<file path="src/rtl/move_key_gen.sv">
// move_key_gen: turns four raw active-low push-buttons into debounced,
// auto-repeating one-cycle move strobes for a cursor mover.
//
// Ports:
//   clk     - single clock, rising edge
//   rst     - synchronous active-high reset
//   btn     - [3:0] raw asynchronous buttons, active-low
//             bit0 = left (x-1), bit3 = right (x+1), bit1 = down (y+1), bit2 = up (y-1)
//   move    - [3:0] registered active-low one-cycle move strobes, same mapping as btn
//   pressed - [3:0] registered active-high debounced held level per button
//
// Parameters:
//   DEB_CYC    - stable synchronized cycles needed to accept a press or a release
//   RPT_DELAY  - cycles from the first move pulse to the first auto-repeat pulse
//   RPT_PERIOD - cycles between auto-repeat pulses (0 disables auto-repeat)
module move_key_gen #(
  parameter int DEB_CYC    = 1000000,
  parameter int RPT_DELAY  = 25000000,
  parameter int RPT_PERIOD = 5000000
) (
  input  logic       clk,
  input  logic       rst,
  input  logic [3:0] btn,
  output logic [3:0] move,
  output logic [3:0] pressed
);

  localparam int RMAX = (RPT_DELAY > RPT_PERIOD) ? RPT_DELAY : RPT_PERIOD;
  localparam int DW   = $clog2(DEB_CYC) + 1;
  localparam int RW   = $clog2(RMAX) + 1;

  // Counters compare against "last value before the threshold" so the
  // transition happens on the edge where the count would reach it.
  localparam logic [DW-1:0] DEB_LAST = DW'((DEB_CYC <= 1) ? 0 : DEB_CYC - 1);
  localparam logic [RW-1:0] DLY_LAST = RW'((RPT_DELAY <= 1) ? 0 : RPT_DELAY - 1);
  localparam logic [RW-1:0] PER_LAST = RW'((RPT_PERIOD <= 1) ? 0 : RPT_PERIOD - 1);
  localparam bit            RPT_EN   = (RPT_PERIOD != 0);

  logic [3:0] sync1, sync2;
  logic [3:0] pulse;
  logic [3:0] press_nxt;
  logic [3:0] opp;
  logic [3:0] fire;

  // Stage 0: two-flop synchronizer, idle value = released (1)
  always_ff @(posedge clk) begin
    if (rst) begin
      sync1 <= 4'b1111;
      sync2 <= 4'b1111;
    end else begin
      sync1 <= btn;
      sync2 <= sync1;
    end
  end

  for (genvar i = 0; i < 4; i++) begin : g_btn
    typedef enum logic [1:0] {IDLE, ARM, DELAY, REPEAT} state_t;

    state_t        state, state_n;
    logic [DW-1:0] dcnt, dcnt_n;
    logic [RW-1:0] rcnt, rcnt_n;
    logic          pulse_i;
    logic          press_i;
    logic          released;

    always_ff @(posedge clk) begin
      if (rst) begin
        state <= IDLE;
        dcnt  <= '0;
        rcnt  <= '0;
      end else begin
        state <= state_n;
        dcnt  <= dcnt_n;
        rcnt  <= rcnt_n;
      end
    end

    always_comb begin
      state_n  = state;
      dcnt_n   = dcnt;
      rcnt_n   = rcnt;
      pulse_i  = 1'b0;
      press_i  = pressed[i];
      released = 1'b0;
      case (state)
        IDLE: begin
          dcnt_n = '0;
          rcnt_n = '0;
          if (!sync2[i]) begin
            if (DEB_CYC <= 1) begin
              state_n = DELAY;
              pulse_i = 1'b1;
              press_i = 1'b1;
            end else begin
              state_n = ARM;
              dcnt_n  = DW'(1);
            end
          end
        end
        ARM: begin
          if (sync2[i]) begin
            state_n = IDLE;
            dcnt_n  = '0;
          end else if (dcnt == DEB_LAST) begin
            state_n = DELAY;
            dcnt_n  = '0;
            rcnt_n  = '0;
            pulse_i = 1'b1;
            press_i = 1'b1;
          end else begin
            dcnt_n = dcnt + DW'(1);
          end
        end
        default: begin
          // DELAY / REPEAT: the release debounce runs alongside repeat timing;
          // a completed release takes priority over a coincident repeat pulse.
          if (sync2[i]) begin
            if (dcnt == DEB_LAST) begin
              released = 1'b1;
              state_n  = IDLE;
              dcnt_n   = '0;
              rcnt_n   = '0;
              press_i  = 1'b0;
            end else begin
              dcnt_n = dcnt + DW'(1);
            end
          end else begin
            dcnt_n = '0;
          end
          if (!released && RPT_EN) begin
            if (state == DELAY) begin
              if (rcnt == DLY_LAST) begin
                state_n = REPEAT;
                rcnt_n  = '0;
                pulse_i = 1'b1;
              end else begin
                rcnt_n = rcnt + RW'(1);
              end
            end else begin
              if (rcnt == PER_LAST) begin
                rcnt_n  = '0;
                pulse_i = 1'b1;
              end else begin
                rcnt_n = rcnt + RW'(1);
              end
            end
          end
        end
      endcase
    end

    assign pulse[i]     = pulse_i;
    assign press_nxt[i] = press_i;
  end

  // Opposing directions cancel each other (left/right, up/down); a strobe
  // is also suppressed right after one so a bit is never low twice in a row.
  assign opp  = {pulse[0], pulse[1], pulse[2], pulse[3]};
  assign fire = pulse & ~opp & move;

  // Stage 1: registered outputs
  always_ff @(posedge clk) begin
    if (rst) begin
      move    <= 4'b1111;
      pressed <= 4'b0000;
    end else begin
      move    <= ~fire;
      pressed <= press_nxt;
    end
  end

endmodule

</file>
<file path="config.mk">
export PLATFORM = sky130hd
export DESIGN_NAME = move_key_gen
export DESIGN_NICKNAME = d
export VERILOG_FILES = /design/src/rtl/move_key_gen.sv
export SDC_FILE = /design/constraint.sdc
export NUM_CORES = 1
export LEC_CHECK = 0
export BUFFER_PORTS_ARGS = -buffer_cell sky130_fd_sc_hd__buf_2
export CAP_MARGIN = 20
export CORE_UTILIZATION = 40
export DETAILED_ROUTE_END_ITERATION = 8
export GPL_ROUTABILITY_DRIVEN = 0
export HOLD_SLACK_MARGIN = 0.15
export PLACE_DENSITY_LB_ADDON = 0.1
export SLEW_MARGIN = 20
export SYNTH_ARGS = -nofsm -noshare
export SYNTH_HDL_FRONTEND = slang
export SYNTH_SLANG_ARGS = --single-unit
</file>
<file path="constraint.sdc">
create_clock -name clk -period 4.7 [get_ports clk]
set_input_delay 0.235 -clock clk [delete_from_list [all_inputs] [get_ports clk]]
set_output_delay 0.235 -clock clk [all_outputs]
set_load 0.005 [all_outputs]
</file>
==> tab_implementation.tex <==
\begin{tabular}{lr}
\hline
Metric & Value \\
\hline
\multicolumn{2}{l}{\textbf{Outcome}} \\
Status & completed \\
\multicolumn{2}{l}{\textbf{Min path}} \\
Worst min-delay path endpoint & sync2[2] \\
Startpoint of the lowest-slack hold path & sync1[2] \\
Worst Hold Class & reg -> reg \\
Worst Hold Path Cells & 1 \\
\multicolumn{2}{l}{\textbf{Routing}} \\
Post-DRT Antenna Nets & 0 \\
Final routed DRC violation total & 0 \\
First-pass iteration count of the detailed router & 5 \\
Post-Route WL & 28600 um \\
Iteration-0 DRC count of the detailed router & 645 \\
Vias after detailed routing & 10642 \\
Routed length per placed instance & 15.8 um \\
DR vias/cell & between 5 and 6 \\
\multicolumn{2}{l}{\textbf{Floorplan}} \\
Vertical die dimension & 172 um \\
Number of core rows & slightly above 60 \\
IO Pins & 14 \\
Floorplan core area & approximately 0.028 sq mm \\
Die area & just under 0.03 sq mm \\
Starting density of the core & 0.411 \\
Width of the die & approximately 170 um \\
\multicolumn{2}{l}{\textbf{Final layout}} \\
Final Cell Area & 0.0127 sq mm \\
Layout filler cell count & 2785 \\
Ant diodes & 0 \\
Post-route insts no fill & 1813 \\
Fraction of final layout cells with drive strength greater than 1 & 0.0620 \\
Final core area utilization & 0.450 \\
Syn-to-layout area delta & 9.36\% \\
Net count reported at finish & approximately 1400 \\
\multicolumn{2}{l}{\textbf{Clocking}} \\
Clock edge transition at the registers on the reported setup and hold paths & 0.06 ns \\
Post-CTS Hold Fix Bufs & 5 \\
Sinks on Clock Net & roughly 210 \\
Clock tree from TritonCTS & yes \\
Total CTS buffers & 25 \\
Later-pin clock latency in the skew report & 0.53 ns \\
Post-CTS sizing & 0 \\
H-tree depth & 1 \\
Clock Tree Root & sky130\_fd\_sc\_hd\_\_clkbuf\_16 \\
Clock Path Buffers & 3 \\
Post-CTS setup repair buffer count & 0 \\
\multicolumn{2}{l}{\textbf{STA}} \\
Accumulated negative setup slack & 0 ns \\
Final worst setup slack & 2.11 ns \\
RSZ-0062 raised after global routing & no \\
Final Critical Period & 2.59 ns \\
Pin slew with the least headroom to its limit & 1.10 ns \\
Min Hold Slack & 0.398 ns \\
Final Hold Fails & 0 \\
Upper clock frequency limit & $\sim$0.39 GHz \\
Setup violations, final & 0 \\
Final worst clock skew & 0.0192 ns \\
Share of the clock period used by the worst path after layout & 0.550 \\
Max-slew violation total from the final report & 0 \\
Max\_slew headroom & 0.263 \\
\multicolumn{2}{l}{\textbf{Synthesis}} \\
Flip-flop and latch count after synthesis & approximately 210 \\
Avg Cell Area, Syn & approximately 7.9 sq um \\
Synthesized area & about 0.012 sq mm \\
Yosys warns & 0 \\
Sequential fraction of the synthesis area & 0.366 \\
Number of flops mapped to enable cells by yosys & 0 \\
Total nets after synthesis & 1472 \\
Cell count after synthesis & 1458 \\
Share of async-settable or async-resettable flops after synthesis & 0 \\
Unique cell type count in the Yosys netlist & 73 \\
Most used DFF post-synth & sky130\_fd\_sc\_hd\_\_dfxtp\_1 \\
\multicolumn{2}{l}{\textbf{Placement}} \\
Placed Instance Area & 0.0118 sq mm \\
PortBufs & 13 \\
Place WS & 1.94 ns \\
Detailed Place HPWL & 18600 um \\
Number of instances in the placed design & about 1800 \\
\multicolumn{2}{l}{\textbf{Setup path}} \\
Reg2Reg Capture Point & move[3] \\
Max stage delay cell, worst path & sky130\_fd\_sc\_hd\_\_nor3b\_2 \\
Worst R2R Start & g\_btn[0].dcnt[0] \\
Worst-case reg-to-reg path depth & 7 \\
WP data required & roughly 5 ns \\
Critical path class & reg -> reg \\
Type of element capturing the critical path & flop \\
Highest fanout seen on the critical path & 29 \\
Cells along the critical path & ha\_1, nand2\_1, nor3b\_2, a31oi\_4, buf\_16, o211a\_1, or4\_1 \\
Setup slack on the worst flop-to-flop path & 2.11 ns \\
Maximum single-stage delay on the critical path & between 0.4 and 0.5 ns \\
Data arrival time of the critical path & 2.99 ns \\
CP startpoint kind & flop \\
\multicolumn{2}{l}{\textbf{GRT}} \\
Overflow left after global routing & 0 \\
Wire length of the first global-routing pass & 48300 um \\
GR Util All Layers & 0.194 \\
Largest net degree at the start of global routing & 78 \\
Vias in the first global route & 9600 \\
Number of antenna violations at the first check in global routing & 0 \\
\multicolumn{2}{l}{\textbf{Power}} \\
Peak supply drop & roughly 0.00024 V \\
Power per cell area & between 200 and 300 mW/mm\^{}2 \\
Post-route total power & between 3 and 4 mW \\
Leak pwr & 3.66 nW \\
\multicolumn{2}{l}{\textbf{Flow run}} \\
Number of violations of the max-capacitance limit & 0 \\
\hline
\end{tabular}
==> cell usage in the layout, fill, tap and decap left out, types with 8 or more instances in the layout <==
master | Yosys | final
sky130_fd_sc_hd__and3_1 | 34 | 34
sky130_fd_sc_hd__clkbuf_16 | 0 | 25
sky130_fd_sc_hd__o21ai_0 | 10 | 10
sky130_fd_sc_hd__nand2_1 | 161 | 161
sky130_fd_sc_hd__o2111ai_1 | 11 | 10
sky130_fd_sc_hd__nor2_1 | 141 | 141
sky130_fd_sc_hd__buf_2 | 18 | 12
sky130_fd_sc_hd__and4_1 | 39 | 39
sky130_fd_sc_hd__xnor2_1 | 35 | 35
sky130_fd_sc_hd__ha_1 | 8 | 8
sky130_fd_sc_hd__nand3b_1 | 8 | 8
sky130_fd_sc_hd__nand4_1 | 94 | 94
sky130_fd_sc_hd__nor3_1 | 38 | 38
sky130_fd_sc_hd__xor2_1 | 43 | 43
sky130_fd_sc_hd__nand4b_1 | 32 | 32
sky130_fd_sc_hd__buf_4 | 0 | 12
sky130_fd_sc_hd__or2_2 | 11 | 11
sky130_fd_sc_hd__nor4_1 | 39 | 39
sky130_fd_sc_hd__dfxtp_1 | 212 | 212
sky130_fd_sc_hd__nor4b_1 | 10 | 10
sky130_fd_sc_hd__and2_1 | 9 | 9
sky130_fd_sc_hd__nor3b_1 | 8 | 8
sky130_fd_sc_hd__a31oi_1 | 70 | 67
sky130_fd_sc_hd__o211ai_1 | 34 | 34
sky130_fd_sc_hd__inv_1 | 43 | 43
sky130_fd_sc_hd__or4_1 | 12 | 12
sky130_fd_sc_hd__a21oi_1 | 49 | 48
sky130_fd_sc_hd__a41oi_1 | 20 | 20
sky130_fd_sc_hd__nand3_1 | 93 | 93
==> cell usage after synthesis (4+ instances only) <==
library cell	count	area, sq um
sky130_fd_sc_hd__a211oi_1	7	52.6
sky130_fd_sc_hd__a21boi_0	5	37.5
sky130_fd_sc_hd__a21oi_1	49	245
sky130_fd_sc_hd__a311oi_1	4	35.0
sky130_fd_sc_hd__a31oi_1	70	438
sky130_fd_sc_hd__a32oi_1	7	61.3
sky130_fd_sc_hd__a41oi_1	20	175
sky130_fd_sc_hd__and2_1	9	56.3
sky130_fd_sc_hd__and3_1	34	213
sky130_fd_sc_hd__and4_1	39	342
sky130_fd_sc_hd__buf_2	18	90.1
sky130_fd_sc_hd__clkbuf_1	69	259
sky130_fd_sc_hd__dfxtp_1	212	4240
sky130_fd_sc_hd__ha_1	8	100
sky130_fd_sc_hd__inv_1	43	161
sky130_fd_sc_hd__nand2_1	161	604
sky130_fd_sc_hd__nand2b_1	6	37.5
sky130_fd_sc_hd__nand3_1	93	465
sky130_fd_sc_hd__nand3b_1	8	60.1
sky130_fd_sc_hd__nand4_1	94	588
sky130_fd_sc_hd__nand4b_1	32	280
sky130_fd_sc_hd__nor2_1	141	529
sky130_fd_sc_hd__nor2b_1	7	43.8
sky130_fd_sc_hd__nor3_1	38	190
sky130_fd_sc_hd__nor3b_1	8	60.1
sky130_fd_sc_hd__nor4_1	39	244
sky130_fd_sc_hd__nor4b_1	10	87.6
sky130_fd_sc_hd__o2111ai_1	11	96.3
sky130_fd_sc_hd__o211ai_1	34	255
sky130_fd_sc_hd__o21a_1	7	52.6
sky130_fd_sc_hd__o21ai_0	10	50.1
sky130_fd_sc_hd__o31a_1	7	61.3
sky130_fd_sc_hd__or2_2	11	68.8
sky130_fd_sc_hd__or3_1	6	37.5
sky130_fd_sc_hd__or4_1	12	90.1
sky130_fd_sc_hd__xnor2_1	35	307
sky130_fd_sc_hd__xor2_1	43	377
==> metal layers <==
metal,part of all wire,track usage,vias to the layer above,routed length [um]
met3,0.029,0.0238,34,826
met5,0,0,-,0
met1,0.50,0.275,5057,14300
li1,-,-,5397,-
met4,0.021,0.0446,0,607
met2,0.45,0.313,154,12800
==> power by group <==
part | leakage (nW) | switching, mW | internal (mW) | total (mW)
clock network | 0.358 | 0.746 | 1.02 | 1.76
logic | 1.59 | 0.0430 | 0.0215 | 0.0644
registers | 1.71 | 0.00878 | 1.81 | 1.81
==> worst max path at each step <==
stage	endpoint	slack, ns	cells past startpoint	start
after floorplan	move[3]	2.63	7	g_btn[3].rcnt[0]
after global placement	g_btn[1].rcnt[17]	2.03	6	g_btn[1].state[1]
final	move[3]	2.11	7	g_btn[0].dcnt[0]
after CTS	g_btn[1].rcnt[17]	1.93	6	g_btn[1].state[1]
after global routing	g_btn[1].rcnt[13]	1.89	6	g_btn[1].dcnt[0]
after detailed placement	g_btn[1].rcnt[17]	1.94	6	g_btn[1].state[1]
==> worst max-delay path, delay by kind of cell, from the launching register on <==
| kind | cells | cell delay (ns) |
|---|---|---|
| compound gates | 2 | 0.45 |
| fa+ha+maj | 1 | 0.24 |
| buf+inv | 1 | 0.26 |
| flops | 1 | 0.40 |
| simple gates | 3 | 1.09 |
==> registers in the layout (all words and copies together), names as in the netlist <==
| signal | cells |
|---|---|
| sync2 | 4 |
| g_btn.rcnt | 104 |
| g_btn.dcnt | 84 |
| move | 4 |
| sync1 | 4 |
| g_btn.state | 8 |
| pressed | 4 |
==> area by class of cell <==
class,instances,area (sq um),share of cell area
Clock buffer,35,693,0.0547
Timing Repair Buffer,30,228,0.0180
Inverter,44,165,0.0130
Tap cell,378,473,0.0373
Multi-Input combinational cell,1108,6830,0.539
Sequential cell,212,4240,0.335
Clock inverter,6,36.3,0.00287
==> kinds of logic (layout without fill, tap and decap cells) <==
| logic type | Yosys count | after routing | synth area share |
|---|---|---|---|
| AND/OR/NAND/NOR | 768 | 768 | 0.363 |
| buffers and inverters | 138 | 115 | 0.0498 |
| AO/OA/AOI/OAI | 253 | 253 | 0.152 |
| adder cells (fa/ha/maj) | 8 | 8 | 0.00864 |
| flip-flops | 212 | 212 | 0.366 |
| XOR/XNOR | 78 | 78 | 0.0590 |
| multiplexers | 1 | 1 | 0.000864 |
Note: power is estimated with default switching activity, not from simulation.
